## src/rtl/seq_mult.sv

```systemverilog
// Sequential shift-add unsigned multiplier: IN_WIDTH-cycle RUN phase, one-cycle
// DONE pulse, registered product truncated or zero-extended to OUT_WIDTH bits.
module seq_mult #(
  parameter int IN_WIDTH  = 32,
  parameter int OUT_WIDTH = 32
) (
  input  logic                 clk,
  input  logic                 reset,
  input  logic                 go,
  input  logic [IN_WIDTH-1:0]  left,
  input  logic [IN_WIDTH-1:0]  right,
  output logic [OUT_WIDTH-1:0] out,
  output logic                 done,
  output logic                 busy
);

  localparam int ACC_W = 2 * IN_WIDTH;
  localparam int CNT_W = $clog2(IN_WIDTH + 1);
  localparam logic [CNT_W-1:0] LAST_CNT = CNT_W'(IN_WIDTH - 1);

  typedef enum logic [1:0] {
    IDLE,
    RUN,
    DONE
  } state_e;

  state_e               state_q, state_d;
  logic [ACC_W-1:0]     mcand_q, mcand_d;
  logic [IN_WIDTH-1:0]  mplier_q, mplier_d;
  logic [ACC_W-1:0]     acc_q, acc_d;
  logic [CNT_W-1:0]     cnt_q, cnt_d;
  logic [OUT_WIDTH-1:0] out_q, out_d;

  logic [ACC_W-1:0]     acc_step;
  logic [OUT_WIDTH-1:0] prod_ext;

  assign acc_step = mplier_q[0] ? (acc_q + mcand_q) : acc_q;

  // The final step's partial sum feeds out directly so the product is valid in DONE.
  generate
    if (OUT_WIDTH <= ACC_W) begin : g_trunc
      assign prod_ext = acc_step[OUT_WIDTH-1:0];
    end else begin : g_zext
      assign prod_ext = {{(OUT_WIDTH - ACC_W){1'b0}}, acc_step};
    end
  endgenerate

  // NOTE: every always_comb output gets a default first so no path infers a latch.
  always_comb begin
    state_d  = state_q;
    mcand_d  = mcand_q;
    mplier_d = mplier_q;
    acc_d    = acc_q;
    cnt_d    = cnt_q;
    out_d    = out_q;

    case (state_q)
      IDLE, DONE: begin
        if (go) begin
          mcand_d  = {{IN_WIDTH{1'b0}}, left};
          mplier_d = right;
          acc_d    = '0;
          cnt_d    = '0;
          state_d  = RUN;
        end else begin
          state_d  = IDLE;
        end
      end
      RUN: begin
        acc_d    = acc_step;
        mcand_d  = mcand_q << 1;
        mplier_d = mplier_q >> 1;
        cnt_d    = cnt_q + CNT_W'(1);
        if (cnt_q == LAST_CNT) begin
          out_d   = prod_ext;
          state_d = DONE;
        end
      end
      default: state_d = IDLE;
    endcase
  end

  // NOTE: state registers use non-blocking assignments so all flops update together.
  always_ff @(posedge clk or posedge reset) begin
    if (reset) begin
      state_q  <= IDLE;
      mcand_q  <= '0;
      mplier_q <= '0;
      acc_q    <= '0;
      cnt_q    <= '0;
      out_q    <= '0;
    end else begin
      state_q  <= state_d;
      mcand_q  <= mcand_d;
      mplier_q <= mplier_d;
      acc_q    <= acc_d;
      cnt_q    <= cnt_d;
      out_q    <= out_d;
    end
  end

  assign out  = out_q;
  assign done = (state_q == DONE);
  assign busy = (state_q == RUN);

endmodule

```

## config.mk

```make
export PLATFORM = sky130hd
export DESIGN_NAME = seq_mult
export DESIGN_NICKNAME = d
export VERILOG_FILES = /design/src/rtl/seq_mult.sv
export SDC_FILE = /design/constraint.sdc
export NUM_CORES = 1
export LEC_CHECK = 0
export CAP_MARGIN = 20
export CORE_ASPECT_RATIO = 0.75
export CORE_MARGIN = 3
export CORE_UTILIZATION = 55
export DETAILED_ROUTE_END_ITERATION = 16
export PLACE_DENSITY = 0.92
export SYNTH_ARGS = -nofsm -noshare
export SYNTH_HDL_FRONTEND = slang
export SYNTH_SLANG_ARGS = --single-unit
```

## constraint.sdc

```tcl
create_clock -name clk -period 5.8 [get_ports clk]
set_clock_uncertainty 0.05 [all_clocks]
set_input_delay 1.45 -clock clk [delete_from_list [all_inputs] [get_ports clk]]
set_output_delay 1.45 -clock clk [all_outputs]
set_load 0.005 [all_outputs]
```

==> results of run 1 <==
-- critical path: cells and delay by family, from the launching register on --
kind,cells,cell delay (ns)
flops,1,0.43
buf+inv,2,1.17
simple gates,1,0.25
-- worst min path at each step --
stage | start | end | slack (ns) | depth (start not counted)
floorplan | mplier_q[10] | mplier_q[10] | 0.40 | 2
global placement | mplier_q[19] | mplier_q[19] | 0.41 | 2
detailed placement | mplier_q[4] | mplier_q[4] | 0.41 | 2
CTS | mplier_q[23] | mplier_q[23] | 0.43 | 2
global route | mplier_q[23] | mplier_q[23] | 0.44 | 2
finish | mplier_q[13] | mplier_q[13] | 0.42 | 2
-- flip-flops by register name, indices dropped and copies added, names as in the netlist --
name	cells
out	32
cnt_q	6
state_q	2
acc_q	32
mplier_q	32
mcand_q	32
-- metrics by stage --
stage / cell area, sq um / total power, mW / instances
finish: 9000 / 5.12 / 1057
floorplan: 7330 / 3.34 / 799
global route: 9000 / 5.49 / 1057
global placement: 8440 / 3.96 / 1025
detailed placement: 8450 / 4.05 / 1026
CTS: 9000 / 5.09 / 1057
-- layout make-up --
class | instances | share of cell area
clock buffers | 23 | 0.0520
clock inverters | 8 | 0.00821
inverters | 5 | 0.00264
multi-input cells | 609 | 0.415
flip-flops and latches | 136 | 0.378
well taps | 166 | 0.0231
repair buffers | 110 | 0.120
-- metal layers --
| metal | GRT usage | share of wire | wire length, um | vias up |
|---|---|---|---|---|
| met5 | 0 | 0 | 0 | - |
| met4 | 0.0845 | 0.018 | 335 | 0 |
| met2 | 0.394 | 0.46 | 8580 | 279 |
| li1 | - | - | - | 3059 |
| met1 | 0.369 | 0.46 | 8570 | 3113 |
| met3 | 0.0513 | 0.068 | 1280 | 30 |
-- cells in the final DEF (no fill, tap or decap), types with 3 or more instances in the layout --
cell	n
or3_1	5
xnor2_1	10
dfrtp_1	136
a21boi_0	3
clkdlybuf4s50_1	100
clkbuf_16	17
or4_1	3
and3_1	14
o211ai_1	5
nand2_1	181
a221o_1	4
mux2i_1	9
mux2_2	5
clkbuf_1	4
xor2_1	17
nor3_1	3
nand3_1	35
ha_1	32
a22oi_1	61
o31ai_1	8
a21o_1	20
o21ai_0	60
a211o_1	4
clkinv_2	4
nor2b_1	4
nand4_1	8
a41oi_1	3
o21bai_1	3
a22o_1	6
a311oi_1	3
a21oi_1	39
nor2_1	23
a31oi_1	8
o21a_1	7
nand2b_1	5
buf_4	9
-- power by group --
| group | switching, mW | total (mW) | leakage, nW | internal [mW] |
|---|---|---|---|---|
| Combinational | 1.41 | 2.48 | 2.22 | 1.07 |
| Sequential | 0.300 | 1.63 | 1.71 | 1.33 |
| Clock | 0.400 | 1.01 | 0.263 | 0.607 |
| Total | 2.11 | 5.12 | 4.20 | 3.01 |
-- logic make-up (layout without fill, tap and decap cells) --
| logic type | count (synthesis) | in the layout | share of synthesized area |
|---|---|---|---|
| fa+ha+maj | 33 | 33 | 0.0574 |
| simple gates | 287 | 287 | 0.170 |
| flops | 136 | 136 | 0.464 |
| mux | 14 | 14 | 0.0200 |
| buf+inv | 54 | 146 | 0.0277 |
| xor+xnor | 27 | 27 | 0.0323 |
| compound gates | 248 | 248 | 0.228 |
==> results_dict.tcl, run 1 <==
set metrics [dict create \
    pre_cts_slack_ns 2.26 \
    dieHeight_um 106 \
    p_leak_nw 4.20 \
    via_per_inst 6.13 \
    synthCells 799 \
    max-slew-margin-rel 0.276 \
    worstSkewPairLatency_ns 0.41 \
    regToRegEndpoint "acc_q[30]" \
    nFillCells 929 \
    die_w_um 139 \
    track_usage 0.257 \
    totalWireLength_um 18800 \
    drc 0 \
    whs_ns 0.424 \
    fmax_ghz 0.265 \
    setup-violations-final 0 \
    yosysWarnings 0 \
    firstDrtPassIters 5 \
    finalCritPeriodShare 0.651 \
    cts_resized 0 \
    wl_per_cell_um 17.8 \
    layout-drive-gt1-share 0.0584 \
    rows 35 \
    min_period_ns 3.77 \
    clk_path_buf_depth 2 \
    clkTransAtPathRegs_ns 0.06 \
    startpoint_type "register" \
    grt_pass1_vias 6290 \
    h-tree-depth 4 \
    ys_ff_latch 136 \
    grt_overflow 0 \
    num_vias 6481 \
    cp_max_fo 32 \
    final_util 0.711 \
    cp-end-kind "output pin" \
    gp_congestion 0.911 \
    cp-startpoint "state_q[0]" \
    async_flop_share 1.00 \
    synth_fp_nets 899 \
    cpPeakStageDelay_ns 0.62 \
    io_buffer_count 100 \
    setup_ws_ns 2.03 \
    ys_types 51 \
    start_util 0.579 \
    synth_commonest_cells "nand2_1, dfrtp_1, a22oi_1" \
    drt_iter0_drc 527 \
    ys.flop_type "dfrtp_1" \
    core_sq_um 12700 \
    ant_nets 0 \
    grt_pass1_wl_um 31200 \
    post-cts-setup-buffers 0 \
    cts_sinks 136 \
    setup_tns_ns 0 \
    syn_to_final_growth_pct 22.8 \
    postCtsHoldBufs 0 \
    crit_arrival_ns 2.27 \
    multi_input_area_sq_um 3740 \
    p_per_area_nw_per_um2 569 \
    min_path_type "reg2reg" \
    io_pins 101 \
    diodes 0 \
    yosysTopAreaCellShare 0.464 \
    antenna_found_initial 0 \
    required_ns 4.30 \
    crit_type "reg2out" \
    ir_drop_mv 0.272 \
    regArea_sq_um 3400 \
    cts_buffers 17 \
    die-area_sq_um 14800 \
    rrSetupSlack_ns 2.40 \
    avgSynthCellArea_sq_um 9.17 \
    cts_tree "done" \
    ys_top_cells_by_area "dfrtp_1, nand2_1, a22oi_1" \
    crit_chain "nand2b_1 > inv_2 > clkdlybuf4s50_1" \
    r2r_cells 10 \
    status "complete, no violations" \
    crit_path_end "busy" \
    maxCapViolCount 0 \
    nNetsFinal 979 \
    r2r-start "mcand_q[0]" \
    synth.most_common_cell "nand2_1" \
    grt_max_degree 105 \
    syn_area_sq_um 7330 \
    synth_area_leader_cell "dfrtp_1" \
    maxSlewViolCount 0 \
    cts-root-buf "clkbuf_16" \
    rsz0062_at_grt "no" \
    finalHoldViolations 0 \
    slowest_stage "clkdlybuf4s50_1" \
    tightestPinTransition_ns 1.08 \
    yosysSeqAreaShare 0.464 \
    dp_hpwl_um 12500 \
    synth_edf_count 0 \
]
(Power assumes the default switching activity.)
==> inputs of run 2 (changes only) <==
CORE_UTILIZATION = 50   (was 55)
PLACE_DENSITY = 0.89   (was 0.92)
clock period = 3.2 ns   (was 5.8 ns; I/O delays follow)
==> run 2 against run 1 <==
Compared with the run above:
- worst hold slack lost 0.00050 ns
- highest routed layer unchanged
- die area grew 9.5%
- final cell count increased by 5.2%
==> results_dict.tcl, run 2 (synthesis gave the netlist of run 1 again) <==
set metrics [dict create \
    totalWireLength_um 19700 \
    layout-drive-gt1-share 0.0981 \
    dp.cells 1074 \
    clk_path_buf_depth 2 \
    firstDrtPassIters 6 \
    startpoint_type "register" \
    rsz0062_at_grt "yes" \
    maxCapViolCount 0 \
    io_pins 101 \
    rows 37 \
    status "complete, no violations" \
    min_path_type "reg2reg" \
    p_per_area_nw_per_um2 1030 \
    crit_family "compound AO/OA/AOI/OAI gates" \
    p_total_mw 9.66 \
    whs_path_depth 2 \
    ir_drop_mv 0.497 \
    antenna_found_initial 0 \
    via_per_inst 5.99 \
    grt_max_degree 73 \
    diodes 0 \
    dieHeight_um 111 \
    drc 0 \
    crit_type "reg2reg" \
    r2r_cells 10 \
    cp_max_fo 3 \
    cts_buffers 17 \
    setup-violations-final 0 \
    cpPeakStageDelay_ns 0.43 \
    cp-end-kind "register" \
    cts-root-buf "clkbuf_16" \
    drt_iter0_drc 529 \
    core_sq_um 14000 \
    nFillCells 1097 \
    grt_pass1_wl_um 32500 \
    worst-path-buf-inv 0 \
    crit_cells 10 \
    cts_sinks 136 \
    crit_chain "ha_4 > fa_2 > a21o_1 > a221o_1 > a211o_1 > a21bo_2 > a221o_2 > xnor2_2 > o21ai_1 > mux2_4" \
    fmax_ghz 0.313 \
    maxSlewViolCount 0 \
    final_util 0.665 \
    final_area_sq_um 9330 \
    finalHoldViolations 0 \
    required_ns 3.45 \
    p_leak_nw 4.35 \
    min_period_ns 3.19 \
    track_usage 0.243 \
    die_w_um 146 \
    die-area_sq_um 16200 \
    num_vias 6663 \
    max-slew-margin-rel 0.614 \
    crit_arrival_ns 3.45 \
    worstSkewPairLatency_ns 0.43 \
    slowest_stage "dfrtp_1" \
    ant_nets 0 \
    syn_to_final_growth_pct 27.3 \
    gp_congestion 0.910 \
    cts_tree "done" \
    dp_hpwl_um 13100 \
    fin_cells 1112 \
    h-tree-depth 4 \
    place_area_sq_um 8670 \
    layout_commonest_cell "nand2_1" \
    start_util 0.522 \
    setup_ws_ns 0.00832 \
    pre_cts_slack_ns -0.0356 \
    tightestPinTransition_ns 0.577 \
    clkTransAtPathRegs_ns 0.06 \
    grt_pass1_vias 6311 \
    wl_per_cell_um 17.7 \
    io_buffer_count 100 \
    layout_common_cells "nand2_1, dfrtp_1, clkdlybuf4s50_1, a22oi_1, o21ai_0" \
    finalCritPeriodShare 0.997 \
    nNetsFinal 1004 \
    grt_overflow 0 \
]
[run 2: cell types whose count changed in the layout (fill, tap and decap cells not counted), sizes merged]
cell      before  now
clkinvlp       2    3
buf           10   35
inv            4   11
bufinv         1    0
clkbuf        23   17
[run 2: cell type report]
cell class	count	area, sq um	share of cell area
Multi-Input combinational cell	609	3790	0.406
Sequential cell	136	3400	0.365
Timing Repair Buffer	135	1310	0.141
Clock buffer	17	425	0.0456
Tap cell	195	244	0.0261
Clock inverter	15	135	0.0145
Inverter	5	22.5	0.00241
[run 2: metrics by stage]
step / hold WS [ns] / TNS (ns)
6_report: 0.423 / 0
5_1_grt: 0.448 / -0.380
4_1_cts: 0.429 / 0
3_5_place_dp: 0.413 / -0.0356
3_3_place_gp: 0.409 / 0
2_1_floorplan: 0.396 / 0
[run 2: power by group]
group / internal [mW] / leakage, nW / switching [mW] / total, mW
Sequential: 2.41 / 1.71 / 0.553 / 2.96
Combinational: 2.15 / 2.36 / 2.68 / 4.83
Clock: 1.02 / 0.272 / 0.848 / 1.87
[run 2: repair_timing]
item | 4_1_cts | 5_1_grt
endpoints found under the setup margin | 5 | 10
endpoints found under the hold margin | 0 | 0
setup buffers | 2 | 4
hold buffers | 0 | 0
pin swaps | 5 | 4
resized for setup | 3 | 10
[run 2: final timing paths]
check / from / end / slack, ns
hold reg to reg: mplier_q[9] / mplier_q[9] / 0.42
max in group asynchronous: reset / acc_q[22] / 1.96
setup reg to reg: acc_q[0] / out[24] / 0.008
hold / removal: mplier_q[9] / mplier_q[9] / 0.42
setup / recovery: acc_q[0] / out[24] / 0.008
min in group asynchronous: reset / out[9] / 0.56
[run 2: tightest hold or removal path, cell delays in order, from the launching register on]
cell     delay (ns)
dfrtp_1        0.34
nand2_1        0.05
nand2_1        0.05
[run 2: layer usage]
layer  part of all wire  GRT usage
met1               0.46      0.347
met2               0.46      0.376
met3              0.075     0.0613
met4              0.012     0.0563
met5                  0          0
==> inputs of run 3 (changes only) <==
GPL_ROUTABILITY_DRIVEN = 0   (was not set)
==> run 3 against run 2 <==
Compared with the run above:
- utilization down 0.098 points
- register-to-register slack better by 0.09 ns
- combinational power fell by 1%
- wire length grew 2.3%
- fmax grew 2.9%
- global-route usage increased by 0.53 points
- first-iteration DRC count rose by 16%
- total power up 2.4%
- clock power up 15%
- die area unchanged
==> results_dict.tcl, run 3 (synthesis gave the netlist of run 1 again) <==
set metrics [dict create \
    status "complete, no violations" \
    layout_common_cells "nand2_1, dfrtp_1, clkdlybuf4s50_1, a22oi_1, o21ai_0" \
    crit_path_end "acc_q[30]" \
    grt_pass1_vias 6614 \
    startpoint_type "register" \
    finalCritPeriodShare 0.969 \
    crit_chain "ha_2 > fa_2 > a21o_1 > a221o_1 > a211o_1 > a21bo_2 > a221o_2 > o41ai_4 > xor2_1 > o21ai_1" \
    r2r_cells 10 \
    maxCapViolCount 0 \
    p_leak_nw 4.32 \
    cts-root-buf "clkbuf_16" \
    nFillCells 1072 \
    max-slew-margin-rel 0.570 \
    drt_iter0_drc 615 \
    cts_buffers 17 \
    hp-start "mplier_q[13]" \
    p_per_area_nw_per_um2 1060 \
    min_path_type "reg2reg" \
    min_period_ns 3.10 \
    syn_to_final_growth_pct 27.2 \
    ir_drop_mv 0.654 \
    cp-startpoint "mcand_q[0]" \
    fmax_ghz 0.322 \
    maxSlewViolCount 0 \
    multi_input_area_sq_um 3770 \
    start_util 0.522 \
    antenna_found_initial 0 \
    regToRegEndpoint "acc_q[30]" \
    slowest_stage "a221o_2" \
    layout_commonest_cell "nand2_1" \
    drc 0 \
    clk_path_buf_depth 2 \
    tightestPinTransition_ns 0.644 \
    io_buffer_count 100 \
    grt_pass1_wl_um 33200 \
    layout-drive-gt1-share 0.0871 \
    nNetsFinal 994 \
    fin_cells 1102 \
    rsz0062_at_grt "no" \
    clkTransAtPathRegs_ns 0.06 \
    die_w_um 146 \
    worstSkewPairLatency_ns 0.42 \
    regArea_sq_um 3400 \
    via_per_inst 6.05 \
    core_sq_um 14000 \
    r2r-start "mcand_q[0]" \
    cts_sinks 136 \
    dp_hpwl_um 13300 \
    cts_tree "done" \
    crit_arrival_ns 3.35 \
    ant_nets 0 \
    place_area_sq_um 8640 \
    final_util 0.664 \
    track_usage 0.249 \
    required_ns 3.45 \
    totalWireLength_um 20200 \
    postCtsHoldBufs 0 \
    grt_overflow 0 \
    cp-end-kind "register" \
    firstDrtPassIters 6 \
    cpPeakStageDelay_ns 0.41 \
    final_area_sq_um 9320 \
    p_total_mw 9.89 \
    setup_ws_ns 0.0982 \
    wl_per_cell_um 18.3 \
    cp_max_fo 3 \
    rrSetupSlack_ns 0.1 \
    num_vias 6667 \
    setup-violations-final 0 \
    finalHoldViolations 0 \
    pre_cts_slack_ns -0.0490 \
    die-area_sq_um 16200 \
    crit_type "reg2reg" \
    diodes 0 \
    rows 37 \
    h-tree-depth 4 \
    io_pins 101 \
    dp.cells 1070 \
    dieHeight_um 111 \
    setup_tns_ns 0 \
    grt_max_degree 73 \
    whs_ns 0.427 \
]
-- run 3: cell count changes in the layout (fill, tap and decap cells not counted), sizes merged --
cell | before | now
inv | 11 | 9
clkinvlp | 3 | 4
clkinv | 6 | 3
buf | 35 | 25
bufinv | 0 | 4
-- run 3: final cells by class --
class                   instances  area share
clock buffers                  17      0.0457
clock inverters                15      0.0230
inverters                       5     0.00242
multi-input cells             609       0.405
flip-flops and latches        136       0.365
well taps                     195      0.0262
repair buffers                125       0.133
-- run 3: layer usage --
| layer | track usage | part of all wire | vias to the layer above |
|---|---|---|---|
| met2 | 0.407 | 0.47 | 312 |
| met1 | 0.335 | 0.44 | 3234 |
| met4 | 0.0727 | 0.017 | 0 |
| li1 | - | - | 3082 |
| met3 | 0.0519 | 0.077 | 39 |
| met5 | 0 | 0 | - |
-- run 3: power by group --
| group | total, mW | leakage [nW] | internal (mW) | switching, mW |
|---|---|---|---|---|
| Clock | 2.15 | 0.305 | 1.32 | 0.826 |
| Combinational | 4.77 | 2.31 | 2.09 | 2.68 |
| Sequential | 2.97 | 1.71 | 2.41 | 0.558 |
-- run 3: timing repair --
action                                  in CTS  in global routing
gates resized for setup                      2                  6
buffers inserted                             0                  0
endpoints found under the setup margin       2                  7
pin swaps                                    1                  1
-- run 3: worst min path at each step --
stage	to	slack (ns)	cells after the start
global route	mplier_q[30]	0.45	2
detailed placement	mplier_q[19]	0.41	2
floorplan	mplier_q[10]	0.40	2
finish	mplier_q[13]	0.43	2
global placement	mplier_q[15]	0.41	2
CTS	mplier_q[13]	0.43	2
-- run 3: worst max-delay path, delay by kind of cell (launching register included) --
| kind | cells | cell delay (ns) |
|---|---|---|
| AOI/OAI and AO/OA | 7 | 1.79 |
| adders and majority gates | 2 | 0.56 |
| DFF | 1 | 0.39 |
| xor gates and xnor gates | 1 | 0.18 |
